===== config.mk =====
export PLATFORM = sky130hd
export DESIGN_NAME = wave_gen
export DESIGN_NICKNAME = d
export VERILOG_FILES = /design/src/rtl/wave_gen_pkg.sv /design/src/rtl/wave_phase_acc.sv /design/src/rtl/wave_gen.sv
export SDC_FILE = /design/constraint.sdc
export NUM_CORES = 1
export LEC_CHECK = 0
export CORE_ASPECT_RATIO = 1.1
export CORE_MARGIN = 1.5
export CORE_UTILIZATION = 53
export CTS_CLUSTER_SIZE = 16
export DETAILED_ROUTE_END_ITERATION = 10
export PLACE_DENSITY = 0.8
export SLEW_MARGIN = 10
export SYNTH_ARGS = -nofsm -noshare
export SYNTH_HDL_FRONTEND = slang
export SYNTH_HIERARCHICAL = 1
export SYNTH_SLANG_ARGS = --single-unit

===== constraint.sdc =====
create_clock -name clk -period 2.9 [get_ports clk]
set_clock_uncertainty 0.1 [all_clocks]
set_input_delay 0.29 -clock clk [delete_from_list [all_inputs] [get_ports clk]]
set_output_delay 0.29 -clock clk [all_outputs]
set_load 0.01 [all_outputs]

===== src/rtl/wave_gen_pkg.sv =====
// wave_gen_pkg: mode encodings shared by the waveform generator
package wave_gen_pkg;
   typedef logic [1:0] mode_t;
   localparam mode_t MODE_SAW    = 2'd0;
   localparam mode_t MODE_TRI    = 2'd1;
   localparam mode_t MODE_SQUARE = 2'd2;
   localparam mode_t MODE_PULSE  = 2'd3;
endpackage


===== src/rtl/wave_phase_acc.sv =====
// wave_phase_acc: phase accumulator with enable gating and wrap detection
module wave_phase_acc #(
   parameter int PHASE_W = 16,
   parameter int DATA_W  = 8
) (
   input  logic               clk,
   input  logic               rst,
   input  logic               en,
   input  logic [PHASE_W-1:0] step_i,
   output logic [DATA_W:0]    phase_o,
   output logic               carry_o,
   output logic               wrap_o
);
   logic [PHASE_W:0]   sum;
   logic [PHASE_W-1:0] acc_q, acc_d;
   logic               wrap_q, wrap_d;
   assign sum     = {1'b0, acc_q} + {1'b0, step_i};
   assign carry_o = en & sum[PHASE_W];
   assign phase_o = acc_q[PHASE_W-1 -: DATA_W+1];
   assign wrap_o  = wrap_q;
   // Next phase and wrap strobe; idle cycles hold phase and clear the strobe
   always_comb begin
      acc_d  = en ? sum[PHASE_W-1:0] : acc_q;
      wrap_d = carry_o;
   end
   // Phase and strobe registers
   always_ff @(posedge clk) begin
      if (rst) begin
         acc_q  <= '0;
         wrap_q <= 1'b0;
      end else begin
         acc_q  <= acc_d;
         wrap_q <= wrap_d;
      end
   end
endmodule


===== src/rtl/wave_gen.sv =====
// wave_gen: multi-mode DDS waveform generator with wrap-aligned mode switching
module wave_gen
   import wave_gen_pkg::*;
#(
   parameter int PHASE_W = 16,
   parameter int DATA_W  = 8
) (
   input  logic               clk,
   input  logic               rst,
   input  logic               en,
   input  logic [PHASE_W-1:0] step_i,
   input  mode_t              mode_i,
   input  logic [DATA_W-1:0]  duty_i,
   output logic [DATA_W-1:0]  wave_o,
   output logic               wrap_o,
   output mode_t              mode_o
);
   localparam logic [DATA_W-1:0] ONES = '1;
   localparam logic [DATA_W-1:0] ZERO = '0;
   logic [DATA_W:0]   phase;
   logic              carry;
   logic              msb;
   logic [DATA_W-1:0] p, t, f;
   logic [DATA_W-1:0] wave_q, wave_d;
   mode_t             mode_q, mode_d;
   wave_phase_acc #(.PHASE_W(PHASE_W), .DATA_W(DATA_W)) u_acc (
      .clk    (clk),
      .rst    (rst),
      .en     (en),
      .step_i (step_i),
      .phase_o(phase),
      .carry_o(carry),
      .wrap_o (wrap_o)
   );
   assign msb    = phase[DATA_W];
   assign p      = phase[DATA_W -: DATA_W];
   assign t      = phase[DATA_W-1:0];
   assign wave_o = wave_q;
   assign mode_o = mode_q;
   // Sample function of the pre-update phase in the active mode; mode only changes at a wrap or while idle
   always_comb begin
      f = mode_q == MODE_SAW    ? p :
          mode_q == MODE_TRI    ? (msb ? ~t : t) :
          mode_q == MODE_SQUARE ? (msb ? ZERO : ONES) :
                                  ((p < duty_i) ? ONES : ZERO);
      wave_d = en ? f : wave_q;
      mode_d = (!en || carry) ? mode_i : mode_q;
   end
   // Sample and active-mode registers
   always_ff @(posedge clk) begin
      if (rst) begin
         wave_q <= '0;
         mode_q <= MODE_SAW;
      end else begin
         wave_q <= wave_d;
         mode_q <= mode_d;
      end
   end
endmodule


---- After elaboration in Yosys (flattened, before gate mapping) ----
Cells that the tools add are included.
operators by class
  eq/ne operators ......................... 2
  reduce and logical (&&, ||, !) cells .... 3
  bitwise gates (word level) .............. 2
  $lt $le $gt $ge ......................... 1
  $add $sub $neg .......................... 1
  mux-type cells .......................... 6
operators with widths
  cell                count
  $mux 8              6
  $add 16x16->17      1
  $lt 8x8->1          1
  $not 8->8           1
  $eq 2x1->1 const B  1
  $eq 2x2->1 const B  1
  $logic_not 2->1     1
  $and 1x1->1         1
  $logic_not 1->1     1
  $logic_or 1x1->1    1
storage, ports and cells
  output and inout bits ................... 11
  input port bits ......................... 29
  word-level logic and storage cells ...... 19
  register bits after elaboration ......... 27

---- Depth between registers and ports, before layout ----
Gate-level depths: netlist of the first run.
  word-level depth ........................ 5
  mapped depth ............................ 10
  depth with buffers taken out ............ 10

---- Modules after synthesis ----
Netlist of the first run, hierarchy kept.
by module, submodules not included
  module          seq. area each (µm²)  cells an instance  area an instance (µm²)  times used
  wave_phase_acc  340.3                 203                1577.8                  1
  wave_gen        200.2                 80                 719.4                   1

---- Worst setup path after synthesis of the first run ----
Ideal clock, no wire load.
  path type ............................... in2reg
  start point ............................. input step_i[0]
  end point ............................... register mode_q[0] (netlist: mode_o[0])
  path buffers ............................ 0
  library setup time ...................... 0.114 ns
  arrival time ............................ 2.096 ns
  setup slack ............................. 0.590 ns
  data required time ...................... 2.686 ns
  cell stages on the path ................. 10
  cells stage by stage .................... ha_1 fa_1 a211o_1 o211ai_2 a211oi_1 nor2_1 o22ai_1 or2b_1 mux2i_1 nor2_1
on the way
  cells in the longest elaborated chain, start to end .. 3
ends and longest elaborated chain
  item                  RTL line              RTL
  start, declared       wave_gen.sv:11        input logic [PHASE_W-1:0] step_i,
  $add 16x16->17        wave_phase_acc.sv:17  assign sum = {1'b0, acc_q} + {1'b0, step_i};
  $and 1x1->1           wave_phase_acc.sv:18  assign carry_o = en & sum[PHASE_W];
  net carry             wave_gen.sv:21        logic carry;
  $logic_or 1x1->1      wave_gen.sv:47        mode_d = (!en || carry) ? mode_i : mode_q;
  end signal, assigned  wave_gen.sv:56        mode_q <= mode_d;
  end, declared         wave_gen.sv:25        mode_t mode_q, mode_d;
The timed path passes the listed nets, and every way through them passes these cells.
A chain may end at the register's enable or synchronous reset.

---- Final worst setup path of the first run ----
Same ends and word-level chain as after synthesis.

==> results of run 1 <==
area by class of cell:
| class | instances | area, µm² |
|---|---|---|
| repair buffers | 47 | 450 |
| clock inverters | 1 | 7.51 |
| clock buffers | 3 | 41.3 |
| flip-flops and latches | 27 | 541 |
| inverters | 14 | 52.6 |
| multi-input cells | 221 | 1570 |
| fillers | 348 | 1330 |
| well taps | 52 | 65.1 |
layer usage:
| layer | wire length, µm | part of all wire [%] | track usage, % | vias up |
|---|---|---|---|---|
| li1 | - | - | - | 1110 |
| met1 | 2460 | 44 | 32.3 | 1018 |
| met2 | 2890 | 51 | 45.0 | 64 |
| met3 | 260 | 4.6 | 2.02 | 2 |
| met4 | 35 | 0.62 | 5.32 | 0 |
| met5 | 0 | 0 | 0 | - |
layout by cell type (no fill, tap or decap), drive strengths merged, types with 9 or more instances in the layout:
| master | instances |
|---|---|
| ha | 23 |
| dfxtp | 27 |
| inv | 13 |
| clkdlybuf4s50 | 39 |
| nor2 | 26 |
| a221o | 10 |
| nor3 | 9 |
| nand3 | 9 |
| nand2 | 24 |
| a21oi | 29 |
| xnor2 | 11 |
cells by family (layout without fill, tap and decap cells):
family,count (synthesis),in the layout,share of synthesized area (%)
compound gates,87,87,28.2
xor+xnor,11,11,4.19
fa+ha+maj,24,24,13.4
simple gates,94,94,20.2
buf+inv,35,65,8.33
flops,27,27,23.5
mux,5,5,2.18
flip-flops by register name (all words and copies together) (netlist names):
register and flops:
u_acc/acc_q 16, wave_o 8, u_acc/wrap_o 1, mode_o 2
worst min path at each step:
| stage | from | end | slack (ns) | depth (start not counted) |
|---|---|---|---|---|
| CTS | u_acc/acc_q[4]$_SDFFE_PP0P_ | u_acc/acc_q[4]$_SDFFE_PP0P_ | 0.38 | 2 |
| finish | u_acc/acc_q[4]$_SDFFE_PP0P_ | u_acc/acc_q[4]$_SDFFE_PP0P_ | 0.37 | 2 |
| floorplan | rst | mode_o[0]$_SDFFE_PP0P_ | 0.26 | 1 |
| detailed placement | u_acc/acc_q[4]$_SDFFE_PP0P_ | u_acc/acc_q[4]$_SDFFE_PP0P_ | 0.37 | 2 |
| global route | u_acc/acc_q[4]$_SDFFE_PP0P_ | u_acc/acc_q[4]$_SDFFE_PP0P_ | 0.39 | 2 |
| global placement | u_acc/acc_q[4]$_SDFFE_PP0P_ | u_acc/acc_q[4]$_SDFFE_PP0P_ | 0.35 | 2 |
critical path: stages:
cell and delay (ns):
clkdlybuf4s50_1 0.40, ha_1 0.22, fa_1 0.39, a211o_1 0.31
o211ai_2 0.10, a211oi_1 0.17, nor2_1 0.17, o22ai_1 0.09
or2b_1 0.27, mux2i_1 0.16, nor2_1 0.05
per-stage QoR:
| step | total power, mW | worst slack, ns | util, % |
|---|---|---|---|
| detailed placement | 1.11 | 0.0682 | 66.0 |
| global route | 1.44 | 0.185 | 67.2 |
| CTS | 1.34 | 0.354 | 67.2 |
| floorplan | 0.962 | 0.590 | - |
| finish | 1.34 | 0.342 | 67.2 |
| global placement | 1.10 | 0.120 | 66.0 |
where the power goes:
part / total, mW / leakage, nW / internal [mW] / switching, mW
clock network: 0.227 / 0.0217 / 0.0977 / 0.129
registers: 0.496 / 0.223 / 0.423 / 0.0725
logic: 0.619 / 0.886 / 0.301 / 0.317
==> results.cfg, run 1 <==
[synth]
ys_seq_elements = 27
synth_cells = 283
synth_area_mm2 = 0.00230
yosys.area.top_type_share_pct = 23.5
ys_warn_count = 6
synth_edf_count = 0
syn-num-nets = 336
ys.flop_type = dfxtp_1
synth-async-reset-ratio_pct = 0
ys_types = 57
ys_top_cells_by_area = dfxtp_1 (24%), ha_1 (13%), a21oi_1 (5.9%), a221o_1 (4.4%), nor2_1 (4.2%)
yosysSeqAreaShare_pct = 23.5
yosys.area.top_type = dfxtp_1
synth_common_cells = a21oi_1 (27), dfxtp_1 (27), nor2_1 (26)
syn_area_per_cell_um2 = 8.12

[grt]
grt_overflow = 0
grt_pass1_vias = 2043
grt_pass1_wl_um = 9430
grt_antenna_before_repair = 0
grt_max_degree = 25
grt_use_total_pct = 25.0

[cts]
clk_latency_ns = 0.28
tritoncts = done
htreeDepth = 1
clk_pin_slew_ns = 0.10
cts_resized = 0
cts-buffers-inserted = 3
cts_buffer_depth = 2
cts_root_buf = clkbuf_8
cts.sinks = 27
holdBufCountCts = 0
postCtsSetupBuffers = 0

[routing]
dr.pass1.iters = 4
routed_wirelength_um = 5650
num_vias = 2194
drc = 0
avgViaCountPerCell = 6.01
dr.first_iter.drc_count = 154
post_drt_wl_per_cell_um = 15.5
postRouteAntennaNets = 0

[place]
dp_hpwl_um = 4330
placed_cell_area_mm2 = 0.00267
gp_congestion = 0.941
dpl.cell_count = 361
io_buffers = 39

[power_and_ir_drop]
p_leak_nw = 1.13
power_density_mw_per_mm2 = 493
ir_worst_vdd_mv = 0.334

[worst_setup_path]
required_ns = 2.97
worstRegToRegCells = 10
rr_startpoint = u_acc/acc_q[0]$_SDFFE_PP0P_
cp-start-kind = input port
r2r-end = mode_o[0]$_SDFFE_PP0P_
end_kind = flip-flop
crit_path_end = mode_o[0]$_SDFFE_PP0P_
arrival_ns = 2.63
cp_max_fo = 4
cp-startpoint = step_i[0]
criticalPathCategory = in2reg
reg2reg_slack_ns = 0.46

[final_layout]
area_growth_pct = 18.5
fin_cells = 365
drive_gt1_share_pct = 6.71
antennaDiodeCount = 0
nets = 367
stdcell_area_mm2 = 0.00272

[timing]
rsz0062_at_grt = no
hold_viol = 0
relSlewSlack_pct = 42.2
fin_crit_sh_pct = 88.2
worstMarginPinSlew_ns = 0.865
final.min_clock_period_ns = 2.56
drv_slew = 0
holdWs_ns = 0.373
setup_violations = 0
fin_tns_setup_ns = 0
max_clock_freq_ghz = 0.391

[floorplan]
rows = 24
die_x_um = 65.8
fp.dieH_um = 72.1
num_io_pins = 40
core_mm2 = 0.00405
initial_core_util_pct = 56.7
die_area_mm2 = 0.00474

[status]
status = completed

[job]
drv_cap = 0

[hold_path]
hold_path.class = reg2reg
No activity file was read; power rests on OpenSTA's default activity.
==> inputs of run 2 (changes only) <==
Settings changed: HOLD_SLACK_MARGIN from default to 0.08.
==> results of run 2 <==
Final layout, timing and power as in run 1 (identical DEF).
